<file path="src/rtl/sensor_packet_framer.sv">
// sensor_packet_framer: periodic snapshot of the counting and duty-cycle results,
// framed as HEADER, SEQ, CC, DC, CHK and sent one byte at a time over a tx_start/tx_ready link.
module sensor_packet_framer #(
    parameter int unsigned PERIOD_CYCLES = 100_000_000,
    parameter logic [7:0]  HEADER        = 8'hA5,
    parameter int unsigned ACK_TIMEOUT   = 1024
) (
    input  logic       clk,
    input  logic       rst,
    input  logic       enable,
    input  logic [7:0] cc_value,
    input  logic [7:0] dc_value,
    input  logic       tx_ready,
    output logic [7:0] tx_data,
    output logic       tx_start,
    output logic       busy,
    output logic       overrun,
    output logic       ack_err
);

    localparam int unsigned TW = $clog2(PERIOD_CYCLES);
    localparam int unsigned AW = $clog2(ACK_TIMEOUT + 1);
    localparam logic [TW-1:0] TIMER_LAST = TW'(PERIOD_CYCLES - 1);
    localparam logic [AW-1:0] ACK_LAST   = AW'(ACK_TIMEOUT - 1);

    typedef enum logic [1:0] {
        IDLE,
        SEND,
        WAIT_ACK,
        WAIT_DONE
    } state_t;

    state_t        state_q;
    state_t        state_d;
    logic [TW-1:0] timer;
    logic          tick;
    logic [AW-1:0] ack_cnt;
    logic          ack_expired;
    logic [2:0]    idx;
    logic          last_byte;
    logic [7:0]    seq;
    logic [7:0]    cc_snap;
    logic [7:0]    dc_snap;
    logic [7:0]    chk;
    logic [7:0]    pkt_byte;

    logic capture;
    logic load_byte;
    logic next_byte;
    logic pkt_done;
    logic ack_fail;

    assign tick        = (timer == TIMER_LAST);
    assign ack_expired = tx_ready && (ack_cnt == ACK_LAST);
    assign last_byte   = (idx == 3'd4);
    assign chk         = HEADER + seq + cc_snap + dc_snap;
    assign busy        = (state_q != IDLE);

    // Interval timer: free-runs while enabled, wraps after the tick cycle.
    always_ff @(posedge clk or negedge rst) begin
        if (!rst) begin
            timer <= '0;
        end else if (!enable || tick) begin
            timer <= '0;
        end else begin
            timer <= timer + 1'b1;
        end
    end

    // State register.
    always_ff @(posedge clk or negedge rst) begin
        if (!rst) begin
            state_q <= IDLE;
        end else begin
            state_q <= state_d;
        end
    end

    // Next-state logic; a timed-out acknowledge is treated as a sent byte.
    always_comb begin
        state_d = state_q;
        unique case (state_q)
            IDLE: begin
                if (tick) begin
                    state_d = SEND;
                end
            end
            SEND: begin
                if (tx_ready) begin
                    state_d = WAIT_ACK;
                end
            end
            WAIT_ACK: begin
                if (!tx_ready || ack_expired) begin
                    state_d = WAIT_DONE;
                end
            end
            WAIT_DONE: begin
                if (tx_ready) begin
                    state_d = last_byte ? IDLE : SEND;
                end
            end
            default: state_d = IDLE;
        endcase
    end

    // Per-state control strobes for the datapath registers.
    always_comb begin
        capture   = 1'b0;
        load_byte = 1'b0;
        next_byte = 1'b0;
        pkt_done  = 1'b0;
        ack_fail  = 1'b0;
        unique case (1'b1)
            (state_q == IDLE):     capture   = tick;
            (state_q == SEND):     load_byte = tx_ready;
            (state_q == WAIT_ACK): ack_fail  = ack_expired;
            (state_q == WAIT_DONE): begin
                next_byte = tx_ready && !last_byte;
                pkt_done  = tx_ready && last_byte;
            end
            default: ;
        endcase
    end

    // Byte selector for the packet currently in flight.
    always_comb begin
        unique case (idx)
            3'd0:    pkt_byte = HEADER;
            3'd1:    pkt_byte = seq;
            3'd2:    pkt_byte = cc_snap;
            3'd3:    pkt_byte = dc_snap;
            default: pkt_byte = chk;
        endcase
    end

    // Snapshot of the sensor results, taken only when a packet starts.
    always_ff @(posedge clk or negedge rst) begin
        if (!rst) begin
            cc_snap <= '0;
            dc_snap <= '0;
        end else if (capture) begin
            cc_snap <= cc_value;
            dc_snap <= dc_value;
        end
    end

    // Byte index within the packet.
    always_ff @(posedge clk or negedge rst) begin
        if (!rst) begin
            idx <= '0;
        end else if (capture) begin
            idx <= '0;
        end else if (next_byte) begin
            idx <= idx + 3'd1;
        end
    end

    // Transmit register and one-cycle start pulse.
    always_ff @(posedge clk or negedge rst) begin
        if (!rst) begin
            tx_data  <= '0;
            tx_start <= 1'b0;
        end else begin
            tx_start <= load_byte;
            if (load_byte) begin
                tx_data <= pkt_byte;
            end
        end
    end

    // Acknowledge watchdog, restarted on every byte launch.
    always_ff @(posedge clk or negedge rst) begin
        if (!rst) begin
            ack_cnt <= '0;
        end else if (load_byte) begin
            ack_cnt <= '0;
        end else if (state_q == WAIT_ACK && !ack_expired) begin
            ack_cnt <= ack_cnt + 1'b1;
        end
    end

    // Sequence number advances once per completed packet, wrapping at 8 bits.
    always_ff @(posedge clk or negedge rst) begin
        if (!rst) begin
            seq <= '0;
        end else if (pkt_done) begin
            seq <= seq + 8'd1;
        end
    end

    // Sticky error flags, cleared only by reset.
    always_ff @(posedge clk or negedge rst) begin
        if (!rst) begin
            overrun <= 1'b0;
            ack_err <= 1'b0;
        end else begin
            if (tick && state_q != IDLE) begin
                overrun <= 1'b1;
            end
            if (ack_fail) begin
                ack_err <= 1'b1;
            end
        end
    end

endmodule

</file>
<file path="config.mk">
export PLATFORM = sky130hd
export DESIGN_NAME = sensor_packet_framer
export DESIGN_NICKNAME = d
export VERILOG_FILES = /design/src/rtl/sensor_packet_framer.sv
export SDC_FILE = /design/constraint.sdc
export NUM_CORES = 1
export LEC_CHECK = 0
export ABC_AREA = 1
export ABC_CLOCK_PERIOD_IN_PS = 4700
export BUFFER_PORTS_ARGS = -buffer_cell sky130_fd_sc_hd__buf_2
export CORE_ASPECT_RATIO = 0.8
export CORE_UTILIZATION = 35
export DETAILED_ROUTE_END_ITERATION = 10
export PLACE_DENSITY_LB_ADDON = 0.08
export SYNTH_ARGS = -nofsm -noshare
export SYNTH_HDL_FRONTEND = slang
export SYNTH_SLANG_ARGS = --single-unit
</file>
<file path="constraint.sdc">
create_clock -name clk -period 4.7 [get_ports clk]
set_input_delay 0.705 -clock clk [delete_from_list [all_inputs] [get_ports clk]]
set_output_delay 0.705 -clock clk [all_outputs]
set_load 0.05 [all_outputs]
</file>
### Word-level counts from Yosys, hierarchy flattened

Cells that the tools add are included.

* bits in registers: 78
* latch bits: 0
* memory bits (writable): 0
* bits in read-only memories: 0
* input bits: 20
* memories kept: 0

* $add $sub $neg: 7
* $mul: 0
* divide/modulo/power cells: 0
* order comparisons: 0
* equality and inequality tests: 13
* shift-type cells: 0
* mux-type cells: 17
* bitwise gates (word level): 0
* reductions and logical operators: 17

Operator list (number)
* case mux 8 bit (4 select lines): 1
* adder 27 x 1 -> 27 bit (second input constant): 1
* == test 27 bit (second input constant): 1
* two-way mux 27 bit: 1
* two-way mux 11 bit: 2
* adder 8 bit: 2
* adder 11 x 1 -> 11 bit (second input constant): 1
* == test 11 x 10 -> 1 bit (second input constant): 1
* adder 8 x 1 -> 8 bit (second input constant): 1
* adder 8 bit (first input constant): 1
* two-way mux 2 bit: 4
* inequality test 2 bit (second input constant): 4
* case mux 2 bit (4 select lines): 1
* == test 3 x 2 -> 1 bit (second input constant): 2
* two-way mux 1 bit: 6
* two-way mux 3 bit: 2
* nonzero test 2 bit: 3
* logical AND 1 bit: 5
* == test 2 bit (second input constant): 2
* zero test 1 bit: 4
* AND reduction 4 bit: 1
* adder 3 x 1 -> 3 bit (second input constant): 1
* == test 3 x 1 -> 1 bit (second input constant): 1
* == test 3 bit (second input constant): 1
* other kinds (4): 5

### Logic depth before layout (Yosys ltp)

* depth after elaboration: 6
* mapped depth: 13

### Worst setup path before layout

No wires, ideal clock.

* path kind: register to register
* start: reg seq[1]
* end: reg tx_data[5]
* setup time: 0.077 ns
* arrival: 2.338 ns
* data required time: 4.623 ns
* path slack: 2.284 ns
* stages on the path, launching flop included: 12
* path buffers: 0
* path through: dfrtp_1 inv_1 fa_1 inv_1 ha_1 ha_1 fa_1 inv_1 o21bai_1 a21oi_1 o21ai_0 a21oi_1

* word-level cells in the longest chain between the ends: 4

Ends and longest elaborated chain
* start, declared: line 41 `logic [7:0] seq;`
* start signal, assigned: line 188 `seq <= seq + 8'd1;`
* adder 8 bit (3 in series): line 56 `assign chk = HEADER + seq + cc_snap + dc_snap;`
* case mux 8 bit (4 select lines): line 128 `unique case (idx)`
* end signal, assigned: line 167 `tx_data <= pkt_byte;`
* end, declared: line 14 `output logic [7:0] tx_data,`

No other way between the ends.
A chain may end at the register's enable or synchronous reset.

### Worst setup path after layout

* start: reg seq[1]
* end: reg tx_data[3]

The elaborated chain is that of the path after synthesis.

==> report_table.html <==
<table>
<tr><th>Metric</th><th>Value</th></tr>
<tr><th colspan="2">Route</th></tr>
<tr><td>Total met3 wirelength after detailed routing</td><td>around 320 um</td></tr>
<tr><td>Final wirelength</td><td>roughly 11000 um</td></tr>
<tr><td>Remaining antenna violation count after routing</td><td>0</td></tr>
<tr><td>Vias after detailed routing</td><td>about 3900</td></tr>
<tr><td>Average routed wire per standard cell</td><td>between 10 and 15 um</td></tr>
<tr><td>Sum of met2 wire segment lengths after detailed routing</td><td>~5000 um</td></tr>
<tr><td>Vias per cell</td><td>~4.8</td></tr>
<tr><td>Number of design-rule violations left by the first detailed-router iteration</td><td>approximately 170</td></tr>
<tr><td>Routed length on met1</td><td>between 5000 and 6000 um</td></tr>
<tr><td>Drt drc</td><td>0</td></tr>
<tr><td>Uppermost routed layer</td><td>met4</td></tr>
<tr><td>Iteration count of the initial detailed-routing pass</td><td>5</td></tr>
<tr><th colspan="2">Finish</th></tr>
<tr><td>Number of nets in the layout</td><td>between 600 and 700</td></tr>
<tr><td>Final-layout fill cell count</td><td>1377</td></tr>
<tr><td># diodes</td><td>0</td></tr>
<tr><td>Area growth from synthesis to final layout</td><td>13.1%</td></tr>
<tr><td>Share of cells above drive strength 1</td><td>0.122</td></tr>
<tr><td>Core utilization of the finished layout</td><td>0.415</td></tr>
<tr><th colspan="2">Worst setup path</th></tr>
<tr><td>List of cells traversed by the critical path</td><td>inv_1 &gt; fa_1 &gt; inv_1 &gt; ha_1 &gt; ha_1 &gt; fa_1 &gt; xnor2_1 &gt; o21ai_0 &gt; nand2_1 &gt; nand2_1</td></tr>
<tr><td>Crit-path max FO</td><td>4</td></tr>
<tr><td>Crit path capture type</td><td>flop</td></tr>
<tr><td>Launching element of the worst setup path</td><td>seq[1]$_DFFE_PN0P_</td></tr>
<tr><td>Reg-to-reg startpoint</td><td>seq[1]$_DFFE_PN0P_</td></tr>
<tr><td>Worst Setup Path Type</td><td>reg2reg</td></tr>
<tr><td>Critical Path AT</td><td>2.79 ns</td></tr>
<tr><td>Endpoint of the worst register-to-register path</td><td>tx_data[3]$_DFFE_PN0P_</td></tr>
<tr><td>Slowest-stage cell, CP</td><td>sky130_fd_sc_hd__fa_1</td></tr>
<tr><td>Startpoint Class</td><td>flop</td></tr>
<tr><td>Cell depth of the worst flop-to-flop path</td><td>10</td></tr>
<tr><td>Worst setup endpoint</td><td>tx_data[3]$_DFFE_PN0P_</td></tr>
<tr><td>Critical path buffer and inverter count</td><td>2</td></tr>
<tr><td>Cell count along the critical path</td><td>10</td></tr>
<tr><td>Data required time of the critical path</td><td>slightly below 5 ns</td></tr>
<tr><td>Category of cells accounting for the largest share of critical-path delay</td><td>adder cells</td></tr>
<tr><td>Worst reg-to-reg setup slack</td><td>roughly 2.1 ns</td></tr>
<tr><td>Delay of the slowest cell on the worst path</td><td>~0.53 ns</td></tr>
<tr><th colspan="2">STA</th></tr>
<tr><td>Final Hold Viols</td><td>0</td></tr>
<tr><td>Peak clock frequency supported by timing</td><td>~390 MHz</td></tr>
<tr><td>Clock Skews</td><td>approximately 0.0043 ns</td></tr>
<tr><td>Number of endpoints failing setup at the final stage</td><td>0</td></tr>
<tr><td>Period utilisation layout</td><td>0.545</td></tr>
<tr><td>Actual slew at the worst max-slew pin</td><td>0.602 ns</td></tr>
<tr><td>Time the worst path needs with I/O delays and setup</td><td>between 2 and 3 ns</td></tr>
<tr><td>Slew HR</td><td>0.595</td></tr>
<tr><td>Setup repair after global routing missed its margin</td><td>false</td></tr>
<tr><td>Setup TNS</td><td>0 ns</td></tr>
<tr><td>Number of pins with negative max-slew slack in the final report</td><td>0</td></tr>
<tr><th colspan="2">Clock network</th></tr>
<tr><td>Gates resized, CTS repair</td><td>0</td></tr>
<tr><td>H-tree levels</td><td>3</td></tr>
<tr><td>TritonCTS clock tree</td><td>yes</td></tr>
<tr><td>Clock tree root buffer cell</td><td>sky130_fd_sc_hd__clkbuf_16</td></tr>
<tr><td>Clock Tree Buf Depth</td><td>2</td></tr>
<tr><td>Clock-pin slew reported for the worst setup and hold paths after clock tree synthesis</td><td>approximately 0.06 ns</td></tr>
<tr><td>Number of buffers inserted during clock tree synthesis</td><td>9</td></tr>
<tr><td>Buffers inserted during post-CTS setup optimization</td><td>0</td></tr>
<tr><td>CTS Hold Buffers Added</td><td>0</td></tr>
<tr><td>Insertion delay of the later-clocked pin in the worst-skew pair</td><td>approximately 0.33 ns</td></tr>
<tr><td>Clk sinks</td><td>between 70 and 80</td></tr>
<tr><th colspan="2">Power and ir drop</th></tr>
<tr><td>Worst vdd ir</td><td>about 160 uV</td></tr>
<tr><td>Static Leak</td><td>between 2 and 3 nW</td></tr>
<tr><td>Sequential group share of total power</td><td>0.463</td></tr>
<tr><td>Internal power</td><td>1.16 mW</td></tr>
<tr><td>Net switching share of the total power</td><td>0.205</td></tr>
<tr><td>Power per unit of standard cell area</td><td>267 nW/um^2</td></tr>
<tr><td>Reported net switching power</td><td>roughly 300 uW</td></tr>
<tr><td>Power share of the clock group</td><td>0.515</td></tr>
<tr><td>Logic pwr share</td><td>0.022</td></tr>
<tr><th colspan="2">GRT</th></tr>
<tr><td>Largest net degree at the start of global routing</td><td>between 40 and 50</td></tr>
<tr><td>Overall global routing resource usage</td><td>0.169</td></tr>
<tr><td>Global-route wire length before repair</td><td>~19000 um</td></tr>
<tr><td>Number of global-route vias before repair</td><td>a little under 4000</td></tr>
<tr><td>Antenna violations before repair</td><td>0</td></tr>
<tr><td>Total gr overflow</td><td>0</td></tr>
<tr><th colspan="2">Floorplan</th></tr>
<tr><td>Die span in y</td><td>about 110 um</td></tr>
<tr><td>Core region area</td><td>13100 sq um</td></tr>
<tr><td>Ports placed on the boundary</td><td>32</td></tr>
<tr><td>Effective utilization at floorplan</td><td>0.367</td></tr>
<tr><td># rows</td><td>37</td></tr>
<tr><td>X dimension of the die</td><td>approximately 130 um</td></tr>
<tr><td>Total die area</td><td>between 10000 and 15000 sq um</td></tr>
<tr><th colspan="2">Yosys</th></tr>
<tr><td>Count of flip-flops with a built-in enable after synthesis</td><td>0</td></tr>
<tr><td>Share of synthesized registers carrying an async set or reset</td><td>1.00</td></tr>
<tr><td>Warnings from Yosys</td><td>0</td></tr>
<tr><td>Post-synthesis register bit count</td><td>78</td></tr>
<tr><td>Synthesized area per cell</td><td>~8 sq um</td></tr>
<tr><td>Count of unique library cells instantiated by Yosys</td><td>39</td></tr>
<tr><td>Mapped Area</td><td>approximately 4800 sq um</td></tr>
<tr><td>Net count after synthesis</td><td>652</td></tr>
<tr><td>Instance count of the mapped netlist</td><td>between 500 and 600</td></tr>
<tr><td>Share of synthesized area occupied by flip-flops and latches</td><td>0.404</td></tr>
<tr><td>Synth Flop Type</td><td>sky130_fd_sc_hd__dfrtp_1</td></tr>
<tr><th colspan="2">Placed design</th></tr>
<tr><td>Global placement routability congestion</td><td>around 0.86</td></tr>
<tr><td>Count of port buffers added during placement</td><td>31</td></tr>
<tr><td>HPWL Detailed</td><td>8310 um</td></tr>
<tr><th colspan="2">Flow run</th></tr>
<tr><td>Max capacitance violation total</td><td>0</td></tr>
<tr><th colspan="2">Outcome</th></tr>
<tr><td>Result of the run</td><td>complete, no violations</td></tr>
<tr><th colspan="2">Worst hold path</th></tr>
<tr><td>Path class of the lowest-slack min-delay path</td><td>in2async</td></tr>
</table>
-- power groups by stage --
| stage | sequential, mW | combinational, mW | clock (mW) |
|---|---|---|---|
| after floorplan | 0.688 | 0.00817 | 0 |
| after global placement | 0.688 | 0.0328 | 0 |
| after detailed placement | 0.688 | 0.0334 | 0 |
| after CTS | 0.676 | 0.0333 | 0.775 |
| after global routing | 0.676 | 0.0369 | 0.798 |
| final | 0.676 | 0.0316 | 0.752 |
-- cells in the mapped netlist (all sizes together), types with 5 or more instances --
cell type    n  area [sq um]
nor3b        5          37.5
nand3       41           205
ha          27           338
fa           7           140
nand2      130           510
xor2        25           219
nand4       11          68.8
buf          6          65.1
o22ai        5          31.3
nor2        72           299
inv         90           338
nor3        27           145
a21oi       15          75.1
o21ai       35           228
dfrtp       78          1950
-- layout by cell type, fill, tap and decap left out, types with 5 or more instances in the layout --
master and count:
sky130_fd_sc_hd__a21oi_1 15, sky130_fd_sc_hd__buf_2 30, sky130_fd_sc_hd__clkbuf_16 9, sky130_fd_sc_hd__dfrtp_1 78, sky130_fd_sc_hd__fa_1 7, sky130_fd_sc_hd__ha_1 27
sky130_fd_sc_hd__inv_1 89, sky130_fd_sc_hd__nand2_1 123, sky130_fd_sc_hd__nand2_2 6, sky130_fd_sc_hd__nand3_1 41, sky130_fd_sc_hd__nand4_1 11, sky130_fd_sc_hd__nor2_1 68
sky130_fd_sc_hd__nor3_1 25, sky130_fd_sc_hd__nor3b_1 5, sky130_fd_sc_hd__o21ai_0 21, sky130_fd_sc_hd__o21ai_2 14, sky130_fd_sc_hd__o22ai_1 5, sky130_fd_sc_hd__xor2_1 25
-- worst min path at each step --
stage / startpoint / cells past startpoint / end / slack [ns]
after floorplan: rst / 0 / ack_cnt[0]$_DFFE_PN0P_ / 0.41
after global placement: ack_err$_DFFE_PN0P_ / 1 / ack_err$_DFFE_PN0P_ / 0.46
after detailed placement: ack_err$_DFFE_PN0P_ / 1 / ack_err$_DFFE_PN0P_ / 0.46
after CTS: rst / 1 / tx_data[5]$_DFFE_PN0P_ / 0.33
after global routing: rst / 1 / tx_data[5]$_DFFE_PN0P_ / 0.35
final: rst / 1 / tx_data[5]$_DFFE_PN0P_ / 0.32
-- metrics by stage --
stage                     area (sq um)  hold slack [ns]  setup slack, ns  total power, mW  cells
final                             5460            0.318             2.14             1.46    812
after global routing              5460            0.351             1.94             1.51    812
after CTS                         5460            0.334             2.13             1.48    812
after detailed placement          5140            0.465             2.14            0.721    797
after global placement            5140            0.456             2.18            0.721    797
after floorplan                   4830            0.409             2.28            0.696    598
-- worst reg2reg max path: cells and delay by family (launching register included) --
family | cells | cell delay [ns]
DFF | 1 | 0.39
and+or+nand+nor | 2 | 0.14
adders and majority gates | 4 | 1.49
buffers and inverters | 2 | 0.13
AOI/OAI and AO/OA | 1 | 0.12
xor gates and xnor gates | 1 | 0.20
-- routing by layer --
layer	vias to the layer above	GRT usage
li1	1985	-
met1	1829	0.222
met2	43	0.285
met3	8	0.0336
met4	0	0.0414
met5	-	0
-- logic make-up (layout without fill, tap and decap cells) --
| family | count (synthesis) | after routing | share of synthesized area |
|---|---|---|---|
| DFF | 78 | 78 | 0.404 |
| muxes | 1 | 1 | 0.00233 |
| buffers and inverters | 100 | 139 | 0.0866 |
| AOI/OAI and AO/OA | 67 | 67 | 0.0887 |
| xor gates and xnor gates | 29 | 29 | 0.0526 |
| adders and majority gates | 34 | 34 | 0.0990 |
| and+or+nand+nor | 289 | 289 | 0.266 |
-- registers in the layout (all words and copies together) (netlist names) --
signal	count
seq	8
dc_snap	8
overrun	1
idx	3
ack_err	1
cc_snap	8
tx_data	8
timer	27
state_q	2
tx_start	1
ack_cnt	11
-- layout make-up --
class	instances	area, sq um	share of cell area
clock buffer	12	246	0.0452
timing repair buffer	33	173	0.0316
clock inverter	3	68.8	0.0126
multi-input combinational	420	2460	0.450
tap	175	219	0.0401
inverter	91	342	0.0626
sequential	78	1950	0.358
No activity file was read; power rests on OpenSTA's default activity.
